--- src/rtl/ipv4_hdr_sequencer_pkg.sv ---
// Shared constants for the IPv4 header sequencer: FSM state encodings,
// result codes and default sizing.
package ipv4_seq_pkg;

    localparam int WORDS_DEF   = 6;
    localparam int TIMEOUT_DEF = 64;
    localparam int IH_N        = 6;

    localparam logic [2:0] ST_COLLECT = 3'd0;
    localparam logic [2:0] ST_DRAIN   = 3'd1;
    localparam logic [2:0] ST_CLEAR   = 3'd2;
    localparam logic [2:0] ST_WAIT    = 3'd3;
    localparam logic [2:0] ST_REPORT  = 3'd4;

    localparam logic [1:0] RES_PASS    = 2'd0;
    localparam logic [1:0] RES_FAIL    = 2'd1;
    localparam logic [1:0] RES_TIMEOUT = 2'd2;
    localparam logic [1:0] RES_FRAME   = 2'd3;

    function automatic logic is_error(input logic [1:0] code);
        return (code != RES_PASS);
    endfunction

endpackage

--- src/rtl/ipv4_hdr_sequencer_sat_counter.sv ---
// Statistics counter that sticks at all-ones instead of wrapping.
module sat_counter #(
    parameter int CNT_W = 16
) (
    input  logic             clk,
    input  logic             reset,
    input  logic             inc,
    output logic [CNT_W-1:0] count
);

    logic [CNT_W-1:0] count_q;

    // Count up on inc, holding once saturated.
    always_ff @(posedge clk) begin
        if (reset) begin
            count_q <= {CNT_W{1'b0}};
        end else if (inc && (count_q != {CNT_W{1'b1}})) begin
            count_q <= count_q + CNT_W'(1);
        end else begin
            count_q <= count_q;
        end
    end

    assign count = count_q;

endmodule

--- src/rtl/ipv4_hdr_sequencer.sv ---
// Collects a packet of 32-bit words onto the checker's parallel inputs,
// clears the checker, waits for its verdict and reports one code per packet.
module ipv4_hdr_sequencer
    import ipv4_seq_pkg::*;
#(
    parameter int WORDS       = WORDS_DEF,
    parameter int TIMEOUT_CYC = TIMEOUT_DEF,
    parameter int CNT_W       = 16
) (
    input  logic             clk,
    input  logic             reset,
    input  logic [31:0]      s_data,
    input  logic             s_valid,
    input  logic             s_last,
    output logic             s_ready,
    output logic [31:0]      ih1,
    output logic [31:0]      ih2,
    output logic [31:0]      ih3,
    output logic [31:0]      ih4,
    output logic [31:0]      ih5,
    output logic [31:0]      ih6,
    output logic             chk_clr,
    input  logic             chk_valid,
    input  logic             chk_invalid,
    output logic             res_valid,
    input  logic             res_ready,
    output logic [1:0]       res_code,
    output logic [CNT_W-1:0] pkt_cnt,
    output logic [CNT_W-1:0] pass_cnt,
    output logic [CNT_W-1:0] err_cnt
);

    localparam int IDX_W = (WORDS > 1) ? $clog2(WORDS) : 1;
    localparam int TO_W  = (TIMEOUT_CYC > 1) ? $clog2(TIMEOUT_CYC) : 1;
    localparam logic [IDX_W-1:0] IDX_LAST = IDX_W'(WORDS - 1);
    localparam logic [IDX_W-1:0] IDX_ONE  = IDX_W'(1);
    localparam logic [TO_W-1:0]  TO_LOAD  = TO_W'(TIMEOUT_CYC - 1);
    localparam logic [TO_W-1:0]  TO_ONE   = TO_W'(1);

    logic [2:0]       state_q, state_d;
    logic [IDX_W-1:0] idx_q, idx_d;
    logic [TO_W-1:0]  to_q, to_d;
    logic [1:0]       code_q, code_d;
    logic             s_ready_q, chk_clr_q, res_valid_q;
    logic [31:0]      ih_q [IH_N];
    logic             s_fire, res_fire;

    assign s_fire   = s_valid & s_ready_q;
    assign res_fire = res_valid_q & res_ready;

    // Next-state logic for the packet FSM, word index, timeout and result code.
    always_comb begin
        state_d = state_q;
        idx_d   = idx_q;
        to_d    = to_q;
        code_d  = code_q;
        case (state_q)
            ST_COLLECT: begin
                if (s_fire) begin
                    if (s_last) begin
                        idx_d = {IDX_W{1'b0}};
                        if (idx_q == IDX_LAST) begin
                            state_d = ST_CLEAR;
                        end else begin
                            state_d = ST_REPORT;
                            code_d  = RES_FRAME;
                        end
                    end else if (idx_q == IDX_LAST) begin
                        state_d = ST_DRAIN;
                        idx_d   = {IDX_W{1'b0}};
                    end else begin
                        idx_d = idx_q + IDX_ONE;
                    end
                end else begin
                    idx_d = idx_q;
                end
            end
            ST_DRAIN: begin
                if (s_fire && s_last) begin
                    state_d = ST_REPORT;
                    code_d  = RES_FRAME;
                end else begin
                    state_d = ST_DRAIN;
                end
            end
            ST_CLEAR: begin
                state_d = ST_WAIT;
                to_d    = TO_LOAD;
            end
            ST_WAIT: begin
                // Invalid outranks valid when the checker raises both.
                if (chk_invalid) begin
                    state_d = ST_REPORT;
                    code_d  = RES_FAIL;
                end else if (chk_valid) begin
                    state_d = ST_REPORT;
                    code_d  = RES_PASS;
                end else if (to_q == {TO_W{1'b0}}) begin
                    state_d = ST_REPORT;
                    code_d  = RES_TIMEOUT;
                end else begin
                    to_d = to_q - TO_ONE;
                end
            end
            ST_REPORT: begin
                if (res_fire) begin
                    state_d = ST_COLLECT;
                    idx_d   = {IDX_W{1'b0}};
                end else begin
                    state_d = ST_REPORT;
                end
            end
            default: begin
                state_d = ST_COLLECT;
                idx_d   = {IDX_W{1'b0}};
            end
        endcase
    end

    // State, handshake outputs and the header word register file.
    always_ff @(posedge clk) begin
        if (reset) begin
            state_q     <= ST_COLLECT;
            idx_q       <= {IDX_W{1'b0}};
            to_q        <= {TO_W{1'b0}};
            code_q      <= RES_PASS;
            s_ready_q   <= 1'b0;
            chk_clr_q   <= 1'b1;
            res_valid_q <= 1'b0;
            for (int i = 0; i < IH_N; i++) begin
                ih_q[i] <= 32'h0000_0000;
            end
        end else begin
            state_q     <= state_d;
            idx_q       <= idx_d;
            to_q        <= to_d;
            code_q      <= code_d;
            s_ready_q   <= (state_d == ST_COLLECT) || (state_d == ST_DRAIN);
            chk_clr_q   <= (state_d == ST_CLEAR);
            res_valid_q <= (state_d == ST_REPORT);
            for (int i = 0; i < IH_N; i++) begin
                if ((state_q == ST_COLLECT) && s_fire && (int'(idx_q) == i)) begin
                    ih_q[i] <= s_data;
                end else begin
                    ih_q[i] <= ih_q[i];
                end
            end
        end
    end

    assign s_ready   = s_ready_q;
    assign chk_clr   = chk_clr_q;
    assign res_valid = res_valid_q;
    assign res_code  = code_q;
    assign ih1 = ih_q[0];
    assign ih2 = ih_q[1];
    assign ih3 = ih_q[2];
    assign ih4 = ih_q[3];
    assign ih5 = ih_q[4];
    assign ih6 = ih_q[5];

    sat_counter #(.CNT_W(CNT_W)) u_pkt_cnt (
        .clk   (clk),
        .reset (reset),
        .inc   (res_fire),
        .count (pkt_cnt)
    );

    sat_counter #(.CNT_W(CNT_W)) u_pass_cnt (
        .clk   (clk),
        .reset (reset),
        .inc   (res_fire && !is_error(code_q)),
        .count (pass_cnt)
    );

    sat_counter #(.CNT_W(CNT_W)) u_err_cnt (
        .clk   (clk),
        .reset (reset),
        .inc   (res_fire && is_error(code_q)),
        .count (err_cnt)
    );

endmodule

--- config.mk ---
export PLATFORM = sky130hd
export DESIGN_NAME = ipv4_hdr_sequencer
export DESIGN_NICKNAME = d
export VERILOG_FILES = /design/src/rtl/ipv4_hdr_sequencer_pkg.sv /design/src/rtl/ipv4_hdr_sequencer_sat_counter.sv /design/src/rtl/ipv4_hdr_sequencer.sv
export SDC_FILE = /design/constraint.sdc
export NUM_CORES = 1
export LEC_CHECK = 0
export BUFFER_PORTS_ARGS = -buffer_cell sky130_fd_sc_hd__clkbuf_2
export CORE_ASPECT_RATIO = 1.5
export CORE_MARGIN = 2
export CORE_UTILIZATION = 35
export CTS_BUF_LIST = sky130_fd_sc_hd__clkbuf_16
export DETAILED_ROUTE_END_ITERATION = 10
export PLACE_DENSITY = 0.61
export SETUP_SLACK_MARGIN = 0.5
export SLEW_MARGIN = 0
export SYNTH_ARGS = -nofsm -noshare
export SYNTH_HDL_FRONTEND = slang
export SYNTH_SLANG_ARGS = --single-unit
--- constraint.sdc ---
create_clock -name clk -period 6.2 [get_ports clk]
set_clock_uncertainty 0.1 [all_clocks]
set_input_delay 0.62 -clock clk [delete_from_list [all_inputs] [get_ports clk]]
set_output_delay 0.62 -clock clk [all_outputs]
set_load 0.005 [all_outputs]
* Word level (Yosys, flattened, before mapping) *
Memory sizes are Yosys's and may differ from the RTL's.
Index checks and enable logic that the tools add are counted.

word-level totals
  flip-flop bits (word level) = 65
  memory bits (writable) = 192
  input port bits = 39
  output and inout port bits = 245
  word-level logic and storage cells = 159
  memories = 1

operators by class
  add/sub/neg operators = 5
  eq/ne operators = 25
  mux-type cells = 77
  bitwise logic cells = 15
  reduce and logical (&&, ||, !) cells = 26

memories
  memory  words  width  rd ports  clocked after Yosys merged registers in  wr ports  RTL line                  text
  ih_q    6      32     6         0                                        6         ipv4_hdr_sequencer.sv:45  logic [31:0] ih_q [IH_N];

operators with widths
  kind                                                  number
  2-to-1 mux 32 bit                                     12
  adder 16 x 1 -> 16 bit (second input constant)        3
  != test 16 bit (second input constant)                3
  2-to-1 mux 3 bit                                      13
  2-to-1 mux 1 bit                                      38
  equality test 3 bit (second input constant)           7
  2-to-1 mux 6 bit                                      3
  != test 2 bit (second input constant)                 8
  case mux 3 bit (5 select lines)                       1
  2-to-1 mux 2 bit                                      7
  logical AND 1 bit                                     13
  equality test 3 x 2 -> 1 bit (second input constant)  4
  bitwise OR 1 bit                                      12
  case mux 6 bit (2 select lines)                       1
  logical NOT 3 bit                                     3
  case mux 3 bit (3 select lines)                       1
  equality test 3 x 1 -> 1 bit (second input constant)  2
  logical NOT 6 bit                                     1
  case mux 2 bit (3 select lines)                       1
  AND reduction 6 bit                                   1
  subtractor 6 x 1 -> 6 bit (second input constant)     1
  != test 4 bit (second input constant)                 1
  AND reduction 4 bit                                   1
  nonzero test 2 bit                                    2
  8 further kinds                                       9

* Depth between registers and ports, before layout *
Gate-level depths: netlist (run 1).

  depth in word-level cells = 8
  gate-level depth with buffers = 7
  depth with buffers taken out = 6

* Hierarchy *
From an unflattened synthesis (run 1), not the netlist that was laid out.

second synthesis, totals
  cell total of the unflattened synthesis = 825
  area total of the unflattened synthesis = 10,622.7 µm²

by module, submodules not included
  module              instances  cells each  area an instance (µm²)  sequential area each (µm²)
  ipv4_hdr_sequencer  1          528         8,077.7                 6,105.9
  sat_counter         3          99          848.3                   320.3

* Worst setup path before layout (run 1) *
No wires, ideal clock.

  path type = reg-to-reg
  start = register state_q[0]
  end = memory ih_q[2][0] (enable)
  arrival = 4,289 ps
  data required time = 5,589 ps
  setup slack = 1,300 ps
  cell stages (with the launch flop) = 5
  buffers on the path = 1
  cells stage by stage = dfxtp_1 -> buf_2 -> nor3_1 -> nand3_1 -> o41ai_1

RTL lines
  what                      RTL line                   text
  start: declaration        ipv4_hdr_sequencer.sv:40   logic [2:0] state_q, state_d;
  start signal: assignment  ipv4_hdr_sequencer.sv:134  state_q <= state_d;
  end: declaration          ipv4_hdr_sequencer.sv:45

==> results of run 1 <==
## metal layers
layer  up-vias  GRT usage (%)  wire length [µm]
met1      3633           19.1             10700
li1       3625              -                 -
met2       264           30.5             14000
met4         0           5.10               618
met3        36           3.01              1640
met5         -              0                 0
## tightest hold or removal path, delay by kind of cell
kind | cells | cell delay [ps]
buffers and inverters | 1 | 80
AND/OR/NAND/NOR | 3 | 200
## kinds of logic after synthesis
logic type / Yosys count / share of synthesized area, %
compound gates: 116 / 7.39
mux: 9 / 0.937
simple gates: 383 / 21.8
buf+inv: 59 / 2.23
flops: 257 / 67.0
fa+ha+maj: 5 / 0.593
## power groups by stage
stage,Combinational [mW],Sequential (mW),Clock [mW]
floorplan,0.0924,2.03,0
global placement,0.257,2.02,0
detailed placement,0.260,2.02,0
CTS,0.261,1.99,1.53
global route,0.279,1.99,1.59
finish,0.253,1.99,1.49
## per-stage QoR
| stage | cell area, µm² | setup slack, ps | hold WS [ps] | cells |
|---|---|---|---|---|
| floorplan | 10500 | 1300 | 366 | 829 |
| global placement | 12400 | 3330 | 384 | 1471 |
| detailed placement | 12400 | 3290 | 392 | 1471 |
| CTS | 13200 | 3290 | 298 | 1515 |
| global route | 13200 | 3120 | 350 | 1515 |
| finish | 13200 | 3400 | 333 | 1515 |
## sequential cells by signal, indices dropped and copies added (netlist names), 2 cells and up
signal,flops
to_q,6
res_code,2
u_pkt_cnt.count,16
u_err_cnt.count,16
state_q,3
ih_q,192
idx_q,3
u_pass_cnt.count,16
## placed cells by master (no fill, tap or decap), types with 15 or more instances in the layout
cell | Yosys | final
nor2_1 | 30 | 30
clkbuf_16 | 0 | 25
inv_1 | 14 | 17
dfxtp_1 | 65 | 65
a21oi_1 | 35 | 35
or4_1 | 20 | 20
nand3_1 | 18 | 18
edfxtp_1 | 192 | 192
nor2b_1 | 168 | 168
nand2_1 | 30 | 29
o31ai_1 | 19 | 18
and3_1 | 37 | 37
clkbuf_2 | 0 | 282
nor3_1 | 15 | 15
## cell type report
| cell class | instances | area share (%) |
|---|---|---|
| flip-flops and latches | 257 | 53.6 |
| repair buffers | 292 | 11.3 |
| clock inverters | 19 | 1.23 |
| clock buffers | 25 | 4.75 |
| multi-input cells | 513 | 24.9 |
| inverters | 14 | 0.399 |
| well taps | 395 | 3.75 |
## final timing paths
kind	start	to	cells past startpoint	slack [ps]
setup / recovery	state_q[0]	ih_q[0][29]	4	3400
hold / removal	chk_valid	res_code[1]	4	330
setup reg to reg	state_q[0]	ih_q[0][29]	4	3400
hold reg to reg	u_err_cnt.count[13]	u_err_cnt.count[13]	2	400
==> flow_metrics.py, run 1 <==
metrics = {
    "status": {
        "outcome": "finished clean",
    },
    "timing": {
        "drv_slew": 0,
        "rsz0062_at_grt": "no",
        "slew_headroom_pct": 25.1,
        "finalCriticalPeriod_ps": 2800,
        "tightest_slew_ps": 1110,
        "setup_tns_ps": 0,
        "finalHoldViolCount": 0,
        "setup_violations": 0,
        "finalCritPeriodShare_pct": 45.1,
        "fmax_mhz": 358,
    },
    "worst_setup_path": {
        "crit_family": "compound AO/OA/AOI/OAI gates",
        "crit_type": "register to register",
        "path_buf_inv": 1,
        "crit_path_end_kind": "register",
        "cp_cell_sequence": "nor3_1 > and3_1 > buf_4 > a31o_2",
        "cp_slowest_cell": "a31o_2",
        "crit_path_start_kind": "register",
        "cp_slowest_stage_delay_ps": 900,
        "worst_ep_arrival_time_ps": 2830,
        "worst-path-max-fanout": 36,
        "critPathRequiredTime_ps": 6230,
    },
    "place": {
        "io_buffer_count": 283,
        "gp_congestion": 0.797,
        "dp_hpwl_um": 18400,
    },
    "yosys": {
        "synth.most_common_cell": "edfxtp_1",
        "synth_common_cells": "edfxtp_1, nor2b_1, dfxtp_1",
        "synth_top_area_cell": "edfxtp_1",
        "async_reset_ff_share_pct": 0,
        "ys.flop_type": "edfxtp_1",
        "synthCells": 829,
        "ys_seq_area_share_pct": 67.0,
        "ys_top_cells_by_area": "edfxtp_1, dfxtp_1, nor2b_1, and3_1, a21oi_1",
        "netlist.area_leader.share_pct": 54.7,
        "syn_area_per_cell_um2": 12.7,
        "synth.distinct_cells": 60,
        "syn_area_mm2": 0.0105,
        "synth_fp_nets": 873,
        "ys_ff_latch": 257,
        "synth_edf_count": 192,
        "ys_warn_count": 0,
    },
    "clock_tree": {
        "htreeDepth": 1,
        "clock_path_buffers": 3,
        "cts_setup_buffers": 0,
        "numCtsBuffers": 25,
        "path_clk_slew_ps": 60,
        "clock_latency_ps": 520,
        "cts-root-buf": "clkbuf_16",
        "clock_sinks": 257,
        "holdBufCountCts": 0,
        "cts_tree": "yes",
        "cts-resized-gates": 0,
    },
    "power": {
        "swShare_pct": 22.0,
        "internal_power_mw": 2.91,
        "peakVddDrop_uv": 199,
        "power.leakage_nw": 5.16,
        "combPwrFrac_pct": 6.8,
        "p_total_mw": 3.73,
        "power_switching_uw": 820,
        "p_seq_share_pct": 53.3,
        "p_clk_share_pct": 39.9,
        "power_density_mw_per_mm2": 283,
    },
    "finish": {
        "fillers": 2757,
        "syn2layout_area_growth_pct": 24.9,
        "drive_gt1_share_pct": 32.1,
        "antenna_cells": 0,
        "final_util_pct": 44.6,
        "multi_input_area_mm2": 0.00329,
        "layout.nets": 1147,
        "seqCellArea_mm2": 0.00707,
    },
    "routing": {
        "dr.pass1.iters": 5,
        "vias": 7558,
        "drt_wl_total_um": 26900,
        "drtIter0Drc": 350,
        "wl_per_cell_um": 17.8,
        "viasPerCell": 4.99,
        "drt_drc_violations_left": 0,
        "antenna_left": 0,
    },
    "global_routing": {
        "grt_overflow": 0,
        "grt_pass1_vias": 7381,
        "grt_first_pass_wirelength_um": 41400,
        "antenna_found_initial": 0,
        "track_usage_pct": 16.5,
        "grt_max_degree": 94,
    },
    "floorplan": {
        "design.die.area_mm2": 0.0316,
        "die_w_um": 146,
        "coreArea_mm2": 0.0296,
        "rows": 77,
        "start_util_pct": 35.7,
        "die_h_um": 217,
        "pin_count": 284,
    },
    "worst_hold_path": {
        "hp-class": "input pin to register",
    },
    "flow_run": {
        "drv_cap": 0,
    },
}
Note: power is estimated with default switching activity, not from simulation.
==> run 2, diff against run 1 <==
- PLACE_DENSITY: 0.61 -> 0.63
- clock period: 6.2 -> 2.35 ns (I/O delays scaled with it)
==> run 2 against run 1 <==
Against the previous run:
- final cell count increased by 5.9%
- via count grew 5.9%
- power rose to 2.7 times the previous value
- utilization increased by 4.6 points
- final area up 10%
==> flow_metrics.py, run 2 (synthesis gave the netlist of run 1 again) <==
metrics = {
    "global_routing": {
        "grt_first_pass_wirelength_um": 44600,
        "grt_util_met1_pct": 20.3,
        "gr-usage-met2_pct": 33.5,
        "track_usage_pct": 17.9,
        "grt_pass1_vias": 7805,
        "grt_max_degree": 67,
        "grt_overflow": 0,
        "antenna_found_initial": 0,
        "grtUsageMet3_pct": 3.37,
        "top_usage_layer": "met2",
    },
    "worst_setup_path": {
        "crit_path_start_kind": "register",
        "worst-path-max-fanout": 8,
        "crit_type": "register to register",
        "worst_ep_arrival_time_ps": 2300,
        "crit_path_end_kind": "register",
        "critPathRequiredTime_ps": 2700,
    },
    "clock_tree": {
        "cts-root-buf": "clkbuf_16",
        "clock_path_buffers": 3,
        "path_clk_slew_ps": 60,
        "cts_tree": "yes",
        "numCtsBuffers": 26,
        "clock_sinks": 257,
        "htreeDepth": 1,
        "clock_latency_ps": 530,
    },
    "power": {
        "p_total_mw": 10.0,
        "power_density_mw_per_mm2": 689,
        "peakVddDrop_uv": 481,
        "power.leakage_nw": 5.73,
    },
    "finish": {
        "largest_reg_flops": 192,
        "syn2layout_area_growth_pct": 37.9,
        "final_common_cell": "clkbuf_2",
        "drive_gt1_share_pct": 40.6,
        "mostFrequentLayoutCells": "clkbuf_2, edfxtp_1, nor2b_1",
        "layout.nets": 1238,
        "fillers": 2670,
        "antenna_cells": 0,
        "regMostFlops": "ih_q",
    },
    "routing": {
        "antenna_left": 0,
        "drt_wl_total_um": 29800,
        "wl_per_cell_um": 18.6,
        "vias": 8003,
        "drtIter0Drc": 345,
        "dr.pass1.iters": 6,
        "viasPerCell": 4.99,
        "drt_drc_violations_left": 0,
    },
    "status": {
        "outcome": "finished clean",
    },
    "flow_run": {
        "drv_cap": 0,
    },
    "place": {
        "io_buffer_count": 283,
        "dp_hpwl_um": 19000,
        "gp_congestion": 0.818,
    },
    "floorplan": {
        "design.die.area_mm2": 0.0316,
        "pin_count": 284,
        "start_util_pct": 35.7,
        "coreArea_mm2": 0.0296,
        "die_h_um": 217,
        "rows": 77,
        "die_w_um": 146,
    },
    "worst_hold_path": {
        "hp-class": "input pin to register",
    },
    "timing": {
        "rsz0062_at_grt": "yes",
        "drv_slew": 0,
        "tightest_slew_ps": 729,
        "finalHoldViolCount": 0,
        "finalCriticalPeriod_ps": 1960,
        "setup_tns_ps": 0,
        "finalCritPeriodShare_pct": 83.2,
        "slew_headroom_pct": 51.4,
        "fmax_mhz": 511,
        "setup_violations": 0,
    },
}
## run 2: cell count changes in the layout (fill, tap and decap cells not counted), moves of 5 or more
| cell | change |
|---|---|
| buf_4 | +38 |
| dfxtp_1 | -38 |
| dlygate4sd3_1 | +35 |
| dfxtp_2 | +22 |
| dfxtp_4 | +16 |
| buf_12 | +7 |
| nand3_1 | -5 |
| nor4_1 | -5 |
## run 2: layer usage
metal,vias up,part of all wire (%)
li1,3815,-
met4,0,2.6
met1,3868,38
met2,281,54
met5,-,0
met3,39,5.6
## run 2: worst paths after layout
check                                         from             endpoint  slack [ps]  cells after the start
worst max-delay path            u_err_cnt.count[3]  u_err_cnt.count[11]         390                      4
worst min-delay path                    s_data[31]          ih_q[1][31]          30                      2
worst max register to register  u_err_cnt.count[3]  u_err_cnt.count[11]         390                      4
worst min register to register             to_q[0]              to_q[0]         380                      1
## run 2: worst max-delay path, stage by stage, from the launching register on
cell and delay, ps:
dfxtp_4 410, nand3_4 90, or4_4 570, or4_4 560, a21oi_2 150
## run 2: metrics by stage
step,hold WS (ps),cell area [µm²],setup slack [ps],std cells,util (%)
final,29.2,14500,395,1605,49.2
after global routing,33.7,14500,372,1605,49.2
after global placement,374,12700,362,1485,42.8
after floorplan,318,10700,-225,829,-
after detailed placement,377,12700,314,1485,42.8
after CTS,15.5,14200,393,1592,48.1
## run 2: power by group
part	internal (mW)	leakage (nW)	total [mW]	switching, mW
Clock	2.29	0.411	3.98	1.69
Combinational	0.371	2.86	0.829	0.458
Sequential	5.13	2.46	5.22	0.0870
Total	7.79	5.73	10.0	2.23
## run 2: timing repair
item | 4_1_cts | 5_1_grt
setup buffers | 24 | 11
pin swaps | 18 | 19
hold buffers | 35 | 0
setup endpoints to repair | 150 | 179
hold endpoints to repair | 124 | 0
cloned | 4 | 2
gates resized for setup | 45 | 57
## run 2: final cells by class
| type | count | area [µm²] | share of cell area (%) |
|---|---|---|---|
| multi-input combinational | 516 | 3640 | 25.0 |
| tap | 395 | 494 | 3.40 |
| sequential | 257 | 7150 | 49.2 |
| timing repair buffer | 379 | 2390 | 16.4 |
| inverter | 14 | 52.6 | 0.361 |
| clock buffer | 27 | 676 | 4.65 |
| clock inverter | 17 | 139 | 0.955 |
